[src/rtl/reg_file_pkg.sv]
// Shared constants for the register file: default geometry, configuration-word
// addresses and their reset values. Optional macro: REGFILE_CFG_DEFAULTS_EN.
package reg_file_pkg;

    localparam int DEF_BUS_WIDTH  = 8;
    localparam int DEF_DEPTH      = 16;
    localparam int DEF_ADDR_WIDTH = 4;

    // Configuration words consumed by neighbouring blocks (ALU operands, UART config).
    localparam int REG0_ADDR = 0;
    localparam int REG1_ADDR = 1;
    localparam int REG2_ADDR = 2;
    localparam int REG3_ADDR = 3;

    // REG2: parity enabled, even parity. REG3: prescale 32.
    localparam logic [7:0] REG2_RST_VAL = 8'b1000_0001;
    localparam logic [7:0] REG3_RST_VAL = 8'b0010_0000;

`ifdef REGFILE_CFG_DEFAULTS_EN
    localparam bit CFG_DEFAULTS_EN = 1'b1;
`else
    localparam bit CFG_DEFAULTS_EN = 1'b0;
`endif

endpackage

[src/rtl/reg_file.sv]
// Register file with one shared address bus, a registered read port and
// continuous views of words 0..3. Optional macro: REGFILE_CFG_DEFAULTS_EN.
module reg_file
    import reg_file_pkg::*;
#(
    parameter int BUS_WIDTH  = DEF_BUS_WIDTH,
    parameter int DEPTH      = DEF_DEPTH,
    parameter int ADDR_WIDTH = DEF_ADDR_WIDTH
) (
    input  logic                  CLK,
    input  logic                  RST,
    input  logic                  WrEn,
    input  logic                  RdEn,
    input  logic [ADDR_WIDTH-1:0] Address,
    input  logic [BUS_WIDTH-1:0]  WrData,
    output logic [BUS_WIDTH-1:0]  REG0,
    output logic [BUS_WIDTH-1:0]  REG1,
    output logic [BUS_WIDTH-1:0]  REG2,
    output logic [BUS_WIDTH-1:0]  REG3,
    output logic [BUS_WIDTH-1:0]  RdData,
    output logic                  RdData_Valid
);

    localparam int                  IDX_W     = $clog2(DEPTH);
    localparam logic [ADDR_WIDTH:0] DEPTH_LIM = (ADDR_WIDTH + 1)'(DEPTH);

    logic [BUS_WIDTH-1:0] MEM [DEPTH];

    logic             w_wr;
    logic             w_rd;
    logic             w_in_range;
    logic [IDX_W-1:0] w_idx;

    // Handshake: RdData_Valid is a one-cycle strobe, high in the cycle after a
    // read was accepted, with RdData valid alongside it. There is no backpressure.
    assign w_wr       = WrEn & ~RdEn;
    assign w_rd       = RdEn & ~WrEn;
    assign w_in_range = {1'b0, Address} < DEPTH_LIM;
    assign w_idx      = Address[IDX_W-1:0];

    always_ff @(posedge CLK or negedge RST) begin
        if (!RST) begin
            for (int i = 0; i < DEPTH; i++) begin
                MEM[i] <= '0;
            end
            MEM[REG2_ADDR] <= CFG_DEFAULTS_EN ? BUS_WIDTH'(REG2_RST_VAL) : '0;
            MEM[REG3_ADDR] <= CFG_DEFAULTS_EN ? BUS_WIDTH'(REG3_RST_VAL) : '0;
            RdData         <= '0;
            RdData_Valid   <= 1'b0;
        end else begin
            RdData_Valid <= w_rd;
            if (w_wr && w_in_range) begin
                MEM[w_idx] <= WrData;
            end
            // Out-of-range reads still complete, returning zero.
            if (w_rd) begin
                RdData <= w_in_range ? MEM[w_idx] : '0;
            end
        end
    end

    assign REG0 = MEM[REG0_ADDR];
    assign REG1 = MEM[REG1_ADDR];
    assign REG2 = MEM[REG2_ADDR];
    assign REG3 = MEM[REG3_ADDR];

endmodule

[config.mk]
export PLATFORM = sky130hd
export DESIGN_NAME = reg_file
export DESIGN_NICKNAME = d
export VERILOG_FILES = /design/src/rtl/reg_file_pkg.sv /design/src/rtl/reg_file.sv
export SDC_FILE = /design/constraint.sdc
export NUM_CORES = 1
export LEC_CHECK = 0
export BUFFER_PORTS_ARGS = -buffer_cell sky130_fd_sc_hd__buf_2
export CAP_MARGIN = 10
export CORE_ASPECT_RATIO = 0.5
export CORE_MARGIN = 2
export CORE_UTILIZATION = 64
export DETAILED_ROUTE_END_ITERATION = 7
export HOLD_SLACK_MARGIN = 0.05
export PLACE_DENSITY_LB_ADDON = 0.2
export SKIP_LAST_GASP = 1
export SYNTH_ARGS = -nofsm -noshare
export SYNTH_HDL_FRONTEND = slang
export SYNTH_SLANG_ARGS = --single-unit
[constraint.sdc]
create_clock -name CLK -period 3.45 [get_ports CLK]
set_input_delay 0.1725 -clock CLK [delete_from_list [all_inputs] [get_ports CLK]]
set_output_delay 0.1725 -clock CLK [all_outputs]
set_load 0.03 [all_outputs]
== After elaboration in Yosys (flattened, before gate mapping) ==
Cells that the tools add are included.
Operators by class
  bitwise gates (word level): 5
  multiplexer cells: 6
  reductions and logical operators: 1
  order comparisons: 2
Operators with widths (number)
  128-bit bitwise mux: 1
  8-bit binary-select mux with 4-bit select: 1
  8-bit demux with 4-bit select: 1
  8-bit two-way mux: 3
  5-bit >= comparator (second input constant): 1
  5-bit by 1-bit less-than comparator with 1-bit output (second input constant): 1
  4-bit NOT with 5-bit output: 1
  1-bit AND: 2
  1-bit NOT: 2
  1-bit logical AND: 1
Storage, ports and cells
  bits in registers: 137
  output and inout port bits: 41
  logic and storage cells: 32

== Longest topological paths before layout ==
Gate-level depths: netlist of the first run.
  depth after elaboration: 6
  mapped depth: 6
  gate-level depth less buffers: 3

== Worst setup path before layout of the first run ==
No wires, ideal clock.
  path type: input to register
  start point: in Address[1]
  end point: reg MEM[24] (netlist bit)
  arrival: 1.274 ns
  stages on the path: 5
  path slack: 2.048 ns
  setup time: 0.127 ns
  path through: buf_6 nor4b_4 nor2b_1 buf_4 mux2_1
Between the ends
  cells in the longest elaborated chain, start to end: 6
  elaborated cells between the ends (all ways): 7
  classes of those cells: 2 x order compare; 3 x mux; 1 x bitwise; 1 x reduce/logical
RTL lines
  start, declared: line reg_file.sv:14  | input logic [ADDR_WIDTH-1:0] Address,
  4-bit NOT with 5-bit output (implied by the code) (*): line reg_file.sv:53  | MEM[w_idx] <= WrData;
  5-bit >= comparator (implied by the code) or 5-bit by 1-bit less-than comparator with 1-bit output (tied branches): line reg_file.sv:53
  1-bit logical AND (implied by the code): line reg_file.sv:53
  8-bit two-way mux (implied by the code): line reg_file.sv:53
  8-bit demux with 4-bit select (*): line reg_file.sv:53
  128-bit bitwise mux (*): line reg_file.sv:53
  end signal, assigned by index: line reg_file.sv:46  | MEM[REG2_ADDR] <= CFG_DEFAULTS_EN ? BUS_WIDTH'(REG2_RST_VAL) : '0;
  end signal, assigned by index: line reg_file.sv:47  | MEM[REG3_ADDR] <= CFG_DEFAULTS_EN ? BUS_WIDTH'(REG3_RST_VAL) : '0;
  end signal, assigned by index: line reg_file.sv:53
  end, declared: line reg_file.sv:27  | logic [BUS_WIDTH-1:0] MEM [DEPTH];
Mark *: on every way between the ends. The rest lies on a longest branch, timed or not.
A chain may end at the register's enable or synchronous reset.

== Worst setup path in the final report of the first run ==
  start point: in Address[2]
  end point: reg MEM[67] (netlist bit)
Same word-level chain as after synthesis.

==> qor.txt, run 1 <==
Status: finished, final reports clean
Fillers: 632
Initial Util: 0.6500
CP arrival: 2.19 ns
YS warnings: 0
Layout cells sized above 1: 0.5449
Number of global-route vias before repair: 3848
Slew @ Worst Pin: 0.8620 ns
Largest net degree at the start of global routing: 71
Max Slew Vio Count: 0
Number of cells on the critical path: 4
Setup CP Type: in2reg
FF-to-FF setup slack: 1.86 ns
Post-Route WL: 13980 um
Leak pwr: 3.359 nW
Sequential fraction of the synthesis area: 0.5247
# placed instances: 575
Flops & latches, synth: 137
Clk sinks: 137
Final min period: 1.896 ns
Area delta synth->final: 10.97%
WHS Endpoint: RdData[2]
Drt drc: 0
CTS tree: done
H-Tree Depth: 4
Post-DP HPWL: 9405 um
Most frequent cells in the layout: dfrtp_1, mux2_2, buf_2, mux4_2, clkbuf_16
Worst hold start: WrEn
Worst path max stage delay: 0.62 ns
Antenna violations before repair: 0
Number of CTS-inserted buffers: 17
Total gr overflow: 0
RSZ-0062 raised after global routing: false
Worst-path cell chain: buf_2 -> nor2b_1 -> nor2b_1 -> mux2_2
Worst path slowest cell: nor2b_1
# diodes: 0
Routability cong.: 0.8965
Setup TNS: 0 ns
All-Layer GR Usage: 0.2713
Worst-path clk slew: 0.05 ns
Post_cts resized: 0
Commonest non-fill, non-tap cell in the layout: dfrtp_1
FP Rows: 26
Most frequent CP cell: nor2b_1
Fin. Hold Viols: 0
Critical Path Source Type: input pin
Mapped Nets: 451
Port Buffers: 56
Top Family by Delay on Critical Path: simple AND/OR/NAND/NOR gates
Endpoints failing setup: 0
Worst hold slack: 0.1369 ns
Via count: 3683
Fin crit share: 0.5495
I/O Pins: 57
Average wire per standard cell: 22.99 um
Post-synth cell types: 32
CP required: 3.74 ns
WHS Path Cells: 4
Clock buffer depth: 2
DRT antenna net count: 0
Max Cap Viol: 0
Initial DRC Count: 275
Vias per inst: 6.058
RR Endpoint: RdData[1]
Cell Area, Synth: 6534 um^2
First-pass GRT wire length: 21810 um
PwrDens: 681.7 nW/um^2
Worst Reg-to-Reg Cells: 3
Clk_lat worst skew: 0.42 ns
Die height: 75.45 um
Core ar.: 10050 um^2
Syn Area/Cell: 15.02 um^2
Drt pass-1 iters: 5
Fmax: 527.5 MHz
CP startpoint: Address[2]
CTS root buffer: clkbuf_16
Net count, final: 471
Worst reg2reg startpoint: REG2[1]
Hold Crit Class: in2reg
Post-Route Skew: 0.006517 ns
Peak VDD IR: 0.3786 mV
Buf/Inv on CP: 1
Relative slew slack: 0.4253
Die width: 146.9 um
Die Area: 11080 um^2
Final std cells w/o fill: 608
Crit Path Max Fanout: 31
CP Capture Type: flop
Synthesized instance count: 435
==> worst min-delay path, stage by stage <==
cell and delay, ns:
buf_2 0.14, nor2b_1 0.07, nor2_1 0.08, a31oi_1 0.05
==> registers in the layout, indices dropped and copies added, names as in the netlist <==
name,cells
REG3,8
MEM,96
REG1,8
REG0,8
RdData,8
REG2,8
RdData_Valid,1
==> through the flow <==
stage / cell area [um^2] / total power, mW / setup WS [ns] / util
2_1_floorplan: 6534 / 2.829 / 2.048 / -
3_3_place_gp: 6603 / 2.964 / 1.261 / 0.6568
3_5_place_dp: 6603 / 3.021 / 1.159 / 0.6568
4_1_cts: 7251 / 4.960 / 1.585 / 0.7213
5_1_grt: 7251 / 5.124 / 1.464 / 0.7213
6_report: 7251 / 4.943 / 1.554 / 0.7213
==> cell families after synthesis <==
family,after synthesis,share of synthesized area
buf+inv,60,0.06607
mux,168,0.3330
flops,137,0.5247
simple gates,46,0.04558
compound gates,24,0.03064
==> metal layers <==
layer | GRT usage | wire (um) | share of wire | up-vias
met1 | 0.3767 | 6361 | 0.46 | 1961
met2 | 0.4340 | 6625 | 0.47 | 97
met3 | 0.07964 | 843 | 0.060 | 14
met4 | 0.07158 | 148 | 0.011 | 0
li1 | - | - | - | 1611
met5 | 0 | 0 | 0 | -
==> layout make-up <==
class                      count  area [um^2]  share of cell area
sequential                   137         3428              0.4728
multi-input combinational    238         2674              0.3688
clock buffer                  20        466.7             0.06437
timing repair buffer          61        335.3             0.04625
tap                          140        175.2             0.02416
clock inverter                12        171.4             0.02364
==> synthesized netlist by cell type <==
master | instances | area share
buf_2 | 6 | 0.0046
nor2b_1 | 6 | 0.0057
dfrtp_1 | 137 | 0.52
mux4_2 | 23 | 0.079
nand2_1 | 9 | 0.0052
buf_1 | 2 | 0.0011
mux2i_1 | 16 | 0.025
nand2b_1 | 1 | 0.00096
buf_6 | 7 | 0.012
mux2_2 | 112 | 0.19
and3_4 | 1 | 0.0017
nand3b_2 | 1 | 0.0017
buf_8 | 1 | 0.0023
mux4_1 | 1 | 0.0040
and2b_2 | 1 | 0.0013
nand4b_1 | 1 | 0.0013
and4bb_4 | 2 | 0.0050
nor4b_4 | 1 | 0.0036
and2_2 | 1 | 0.0011
buf_4 | 36 | 0.041
a31oi_1 | 8 | 0.0077
o221a_1 | 5 | 0.0086
or3b_1 | 1 | 0.0013
nand2_2 | 9 | 0.0086
mux2_4 | 8 | 0.018
and2b_1 | 1 | 0.0011
o221a_2 | 3 | 0.0052
a22oi_1 | 8 | 0.0092
clkbuf_1 | 8 | 0.0046
nor2_1 | 10 | 0.0057
nor2_2 | 1 | 0.00096
mux2_1 | 8 | 0.014
==> worst max path at each step <==
stage                   end
global placement    MEM[68]
floorplan           MEM[24]
CTS                 MEM[69]
finish              MEM[67]
global route        MEM[69]
detailed placement  MEM[68]
==> where the power goes <==
| group | switching [mW] | internal [mW] |
|---|---|---|
| sequential | 0.180 | 1.91 |
| combinational | 0.469 | 0.432 |
| clock | 0.684 | 1.26 |
| total | 1.33 | 3.61 |
==> repair_timing <==
item,in CTS,in global routing
setup buffers,0,0
hold buffers,1,0
hold endpoints to repair,67,0
Note: power is estimated with default switching activity, not from simulation.
==> inputs of run 2 (changes only) <==
--- a/config.mk
+++ b/config.mk
@@ -5,11 +5,12 @@
 export SDC_FILE = /design/constraint.sdc
 export NUM_CORES = 1
 export LEC_CHECK = 0
+export ABC_AREA = 1
 export BUFFER_PORTS_ARGS = -buffer_cell sky130_fd_sc_hd__buf_2
 export CAP_MARGIN = 10
 export CORE_ASPECT_RATIO = 0.5
 export CORE_MARGIN = 2
-export CORE_UTILIZATION = 64
+export CORE_UTILIZATION = 60
 export DETAILED_ROUTE_END_ITERATION = 7
 export HOLD_SLACK_MARGIN = 0.05
 export PLACE_DENSITY_LB_ADDON = 0.2
==> constraint.sdc (replaced) <==
create_clock -name CLK -period 1.77 [get_ports CLK]
set_input_delay 0.0885 -clock CLK [delete_from_list [all_inputs] [get_ports CLK]]
set_output_delay 0.0885 -clock CLK [all_outputs]
set_load 0.03 [all_outputs]
==> run 2 against run 1 <==
Compared with the run above: flip-flop and latch count is the same; first-iteration DRC count grew to 2.5 times the previous value; critical path depth is 3 higher; global-route usage up 6.0 points; critical path type unchanged; largest cell class unchanged; clock-buffer cell count is 2 lower; via count rose by 60%; synthesized cell count grew 94%; combinational power up 98%; register-to-register slack lost 1.3 ns.
==> qor.txt, run 2 <==
H-Tree Depth: 4
Clk sinks: 137
Predominant post-synthesis flop cell: dfrtp_1
Setup TNS: 0 ns
Largest area contributor in the netlist: dfrtp_1
Final std cells w/o fill: 1016
Worst-path clk slew: 0.06 ns
Worst hold start: RdEn
Net Sw Power: 2.916 mW
Critical Path Source Type: input pin
CTS tree: done
Crit Path Max Fanout: 16
Average wire per standard cell: 17.69 um
Initial DRC Count: 697
Max Used Layer: met4
Post-DP Area: 6748 um^2
Met3 routed WL: 1740 um
Number of CTS-inserted buffers: 17
Clk_lat worst skew: 0.42 ns
Post-synth cell types: 16
Port Buffers: 56
FP Rows: 26
Slew @ Worst Pin: 0.7222 ns
All-Layer GR Usage: 0.3317
Area delta synth->final: 14.35%
Sequential share of power: 0.409
CP Capture Type: flop
Layout cells sized above 1: 0.1358
Post_cts resized: 0
DRT antenna net count: 0
Fillers: 811
Clock share of power: 0.412
FF-to-FF setup slack: 0.60 ns
Routability cong.: 0.8424
Post-DP HPWL: 11220 um
Buf/Inv on CP: 2
Total gr overflow: 0
EDFF count, synth: 0
Via count: 5878
Endpoints failing setup: 0
Die Area: 11750 um^2
Final Util: 0.7176
RSZ-0062 raised after global routing: false
Most frequent cells in the layout: nand2_1, dfrtp_1, o21ai_0, buf_2, nand3_1
Drt drc: 0
Mapped Nets: 861
Cell Area, Synth: 6512 um^2
Die height: 77.67 um
Worst path slowest cell: dlygate4sd3_1
Worst path max stage delay: 0.53 ns
Drt pass-1 iters: 6
PwrDens: 1338 nW/um^2
Synthesized instance count: 845
Commonest non-fill, non-tap cell in the layout: nand2_1
Syn Area/Cell: 7.707 um^2
WL met2: 8189 um
Total power: 9.966 mW
Vias per inst: 5.785
Final setup margin: 0.2634 ns
Leak pwr: 3.853 nW
Peak VDD IR: 0.6668 mV
Post-synth top area share: 0.5264
Post-Route WL: 17970 um
CP arrival: 1.78 ns
Flops & latches, synth: 137
Clock buffer depth: 2
WHS Endpoint: RdData_Valid
Fmax: 663.8 MHz
# diodes: 0
Setup CP Type: in2reg
RR Endpoint: RdData[2]
Number of global-route vias before repair: 5564
CP required: 2.04 ns
Core ar.: 10380 um^2
Routed met1 length: 7644 um
Multi-input logic area: 2560 um^2
Fin crit share: 0.8512
Net count, final: 880
Relative slew slack: 0.5180
Post-Route Skew: 0.008042 ns
WHS Path Cells: 4
Synth top area cells: dfrtp_1, nand2_1, o21ai_0
Initial Util: 0.6276
Hold Crit Class: in2reg
Final min period: 1.507 ns
Die width: 151.3 um
Top-count cell post-synth: nand2_1
Sequential fraction of the synthesis area: 0.5264
Worst reg2reg startpoint: MEM[26]
Post-synth top cells: nand2_1, dfrtp_1, o21ai_0
Largest net degree at the start of global routing: 67
YS warnings: 0
Internal power: 7.049 mW
Antenna violations before repair: 0
Max Slew Vio Count: 0
Max reg flops: 96
Async SR Flop Fraction: 1.000
DP Worst Slack: 0.2090 ns
Max Cap Viol: 0
Combinational share of power: 0.178
CTS root buffer: clkbuf_16
# placed instances: 983
Design Area, Final: 7447 um^2
FF+latch area: 3428 um^2
Fin. Hold Viols: 0
Most frequent CP cell: nand2_1
Worst-path cell chain: dlygate4sd3_1 -> buf_2 -> nand2_2 -> nor3_4 -> nand2_1 -> nand2_1 -> o21ai_0
Status: finished, final reports clean
I/O Pins: 57
Worst hold slack: 0.1180 ns
Number of cells on the critical path: 7
Worst Reg-to-Reg Cells: 8
First-pass GRT wire length: 29300 um
Sw Ratio: 0.2926
Top Family by Delay on Critical Path: simple AND/OR/NAND/NOR gates
Largest Register: MEM
[run 2: cell count changes after synthesis, sizes merged, moves of 8 or more]
cell | before | now
a22oi | 8 | 0
a31oi | 8 | 0
clkbuf | 8 | 25
inv | 0 | 14
mux2 | 128 | 0
mux2i | 16 | 0
mux4 | 24 | 0
nand2 | 18 | 402
nand3 | 0 | 40
nand4 | 0 | 8
nor2 | 11 | 28
o21ai | 0 | 128
o221a | 8 | 0
[run 2: cell type report]
class | count | share of cell area
clock buffer | 18 | 0.05763
clock inverter | 13 | 0.03360
inverter | 14 | 0.007056
multi-input combinational | 610 | 0.3438
sequential | 137 | 0.4603
tap | 140 | 0.02352
timing repair buffer | 84 | 0.07409
[run 2: power groups by stage]
| stage | sequential, mW | clock, mW | combinational (mW) |
|---|---|---|---|
| finish | 4.08 | 4.11 | 1.78 |
| global placement | 4.09 | 0 | 1.67 |
| global route | 4.15 | 4.27 | 2.00 |
| CTS | 4.07 | 4.13 | 1.77 |
| floorplan | 4.05 | 0 | 1.35 |
| detailed placement | 4.11 | 0 | 1.74 |
[run 2: worst register-to-register path, delay by kind of cell, from the launching register on]
family,cells,cell delay [ns]
and+or+nand+nor,8,0.67
DFF,1,0.38
[run 2: kinds of logic after synthesis]
family	count (synthesis)	synth area share
and+or+nand+nor	482	0.2947
DFF	137	0.5264
buffers and inverters	98	0.08050
AOI/OAI and AO/OA	128	0.09837
[run 2: routing by layer]
layer	global-route usage	up-vias
li1	-	2693
met1	0.4601	2806
met2	0.5127	342
met3	0.08059	37
met4	0.1187	0
met5	0	-
[run 2: what timing repair did]
action | 4_1_cts | 5_1_grt
buffers inserted | 0 | 0
setup endpoints to repair | 0 | 0
hold buffers | 2 | 0
hold endpoints to repair | 138 | 0
[run 2: worst max-delay path by stage]
stage                from  endpoint  slack [ns]
2_1_floorplan  Address[1]   REG2[6]        0.67
3_3_place_gp   Address[3]   REG3[3]        0.26
3_5_place_dp   Address[3]   REG3[3]        0.21
4_1_cts              WrEn   MEM[33]        0.30
5_1_grt              WrEn    MEM[2]        0.13
6_report             WrEn   REG3[2]        0.26
==> inputs of run 3 (changes only) <==
--- a/config.mk
+++ b/config.mk
@@ -13,7 +13,7 @@
 export CORE_UTILIZATION = 60
 export DETAILED_ROUTE_END_ITERATION = 7
 export HOLD_SLACK_MARGIN = 0.05
-export PLACE_DENSITY_LB_ADDON = 0.2
+export PLACE_DENSITY = 0.83
 export SKIP_LAST_GASP = 1
 export SYNTH_ARGS = -nofsm -noshare
 export SYNTH_HDL_FRONTEND = slang
==> run 3 against run 2 <==
Compared with the run above: via count increased by 0.34%; sequential power is essentially flat; first-iteration DRC count up 23%; utilization shrank 1.5 points; critical path depth stayed put; cell area down 2.0%; clock skew decreased by 0.0032 ns; wire length is 3.4% lower; largest power group is now sequential cells.
==> qor.txt, run 3 (same netlist as run 2, synthesis figures left out) <==
Number of CTS-inserted buffers: 17
RR Endpoint: RdData[1]
Worst reg2reg startpoint: MEM[1]
Peak VDD IR: 0.4618 mV
Final setup margin: 0.1157 ns
Initial DRC Count: 854
RSZ-0062 raised after global routing: false
Net count, final: 872
Average wire per standard cell: 17.21 um
Vias per inst: 5.851
Routed met1 length: 7187 um
WHS Path Cells: 4
Clk_lat worst skew: 0.42 ns
DRT antenna net count: 0
Core ar.: 10380 um^2
Via count: 5898
WHS Endpoint: RdData_Valid
CTS root buffer: clkbuf_16
Relative slew slack: 0.4715
Final Util: 0.7029
Max Cap Viol: 0
PwrDens: 1292 nW/um^2
Number of global-route vias before repair: 5543
Antenna violations before repair: 0
Clock buffer depth: 2
Total power: 9.423 mW
Largest net degree at the start of global routing: 71
Most frequent cells in the layout: nand2_1, dfrtp_1, o21ai_0, buf_2, nand3_1
H-Tree Depth: 4
Crit Path Max Fanout: 16
Worst Reg-to-Reg Cells: 8
Hold Crit Class: in2reg
Area delta synth->final: 12.01%
Max reg flops: 96
Drt pass-1 iters: 7
Met3 routed WL: 2025 um
Largest Register: MEM
Slew @ Worst Pin: 0.7919 ns
First-pass GRT wire length: 28390 um
# diodes: 0
Routability cong.: 0.9588
Post-DP HPWL: 10630 um
CP arrival: 1.91 ns
FF-to-FF setup slack: 0.57 ns
Critical Path Source Type: input pin
Die width: 151.3 um
Drt drc: 0
Status: finished, final reports clean
DP Worst Slack: 0.2079 ns
CP required: 2.02 ns
Fmax: 604.5 MHz
Worst-path clk slew: 0.06 ns
Setup CP Type: in2reg
CP Capture Type: flop
Initial Util: 0.6276
FP Rows: 26
Max Used Layer: met4
Leak pwr: 3.780 nW
Post_cts resized: 0
I/O Pins: 57
Max Slew Vio Count: 0
Worst hold start: RdEn
WL met2: 7605 um
All-Layer GR Usage: 0.3184
Die Area: 11750 um^2
CTS tree: done
Die height: 77.67 um
Setup TNS: 0 ns
Post-Route Skew: 0.004888 ns
Worst hold slack: 0.1259 ns
Layout cells sized above 1: 0.1244
Commonest non-fill, non-tap cell in the layout: nand2_1
Fin. Hold Viols: 0
Port Buffers: 56
Endpoints failing setup: 0
Total gr overflow: 0
Final min period: 1.654 ns
Post-Route WL: 17350 um
Clk sinks: 137
Fin crit share: 0.9346
run 3: cell count changes in the layout (fill, tap and decap cells not counted):
cell	change
buf_12	-1
buf_4	-8
bufinv_16	-4
clkbuf_1	+2
clkbuf_8	+3
clkinv_2	+1
clkinv_4	-1
clkinvlp_4	-1
dlygate4sd3_1	+1
run 3: worst max-delay path by stage:
stage | start | end | slack, ns | cells past startpoint
after floorplan | Address[1] | REG2[6] | 0.67 | 7
after global placement | Address[1] | MEM[75] | 0.27 | 6
after detailed placement | Address[1] | MEM[88] | 0.21 | 6
after CTS | WrEn | MEM[88] | 0.22 | 7
after global routing | WrEn | MEM[94] | 0.05 | 7
final | WrEn | MEM[88] | 0.12 | 7
run 3: metal layers:
| metal | global-route usage | vias to the layer above |
|---|---|---|
| li1 | - | 2686 |
| met1 | 0.4459 | 2715 |
| met2 | 0.4620 | 430 |
| met3 | 0.09176 | 67 |
| met4 | 0.1430 | 0 |
| met5 | 0 | - |
run 3: layout make-up:
cell class                      instances  area [um^2]
Clock buffer                           23        478.0
Clock inverter                          8        118.9
Fill cell                             773         3083
Inverter                               14        52.55
Multi-Input combinational cell        610         2560
Sequential cell                       137         3428
Tap cell                              140        175.2
Timing Repair Buffer                   76        481.7
run 3: metrics by stage:
step	area, um^2	instances
after global placement	6668	974
after floorplan	6513	845
after global routing	7295	1008
final	7295	1008
after CTS	7295	1008
after detailed placement	6668	974
run 3: where the power goes:
group	switching, mW	internal, mW
combinational	1.18	0.565
clock	1.28	2.31
sequential	0.378	3.70
run 3: repair_timing:
action | in CTS | in global routing
endpoints found under the hold margin | 138 | 0
setup buffers | 0 | 0
hold buffers | 3 | 0
run 3: worst max-delay path, stage by stage:
cell,delay [ns]
dlygate4sd3_1,0.53
buf_2,0.12
nand2_2,0.12
nor3_2,0.33
nand2_1,0.40
nand2_1,0.18
o21ai_0,0.12
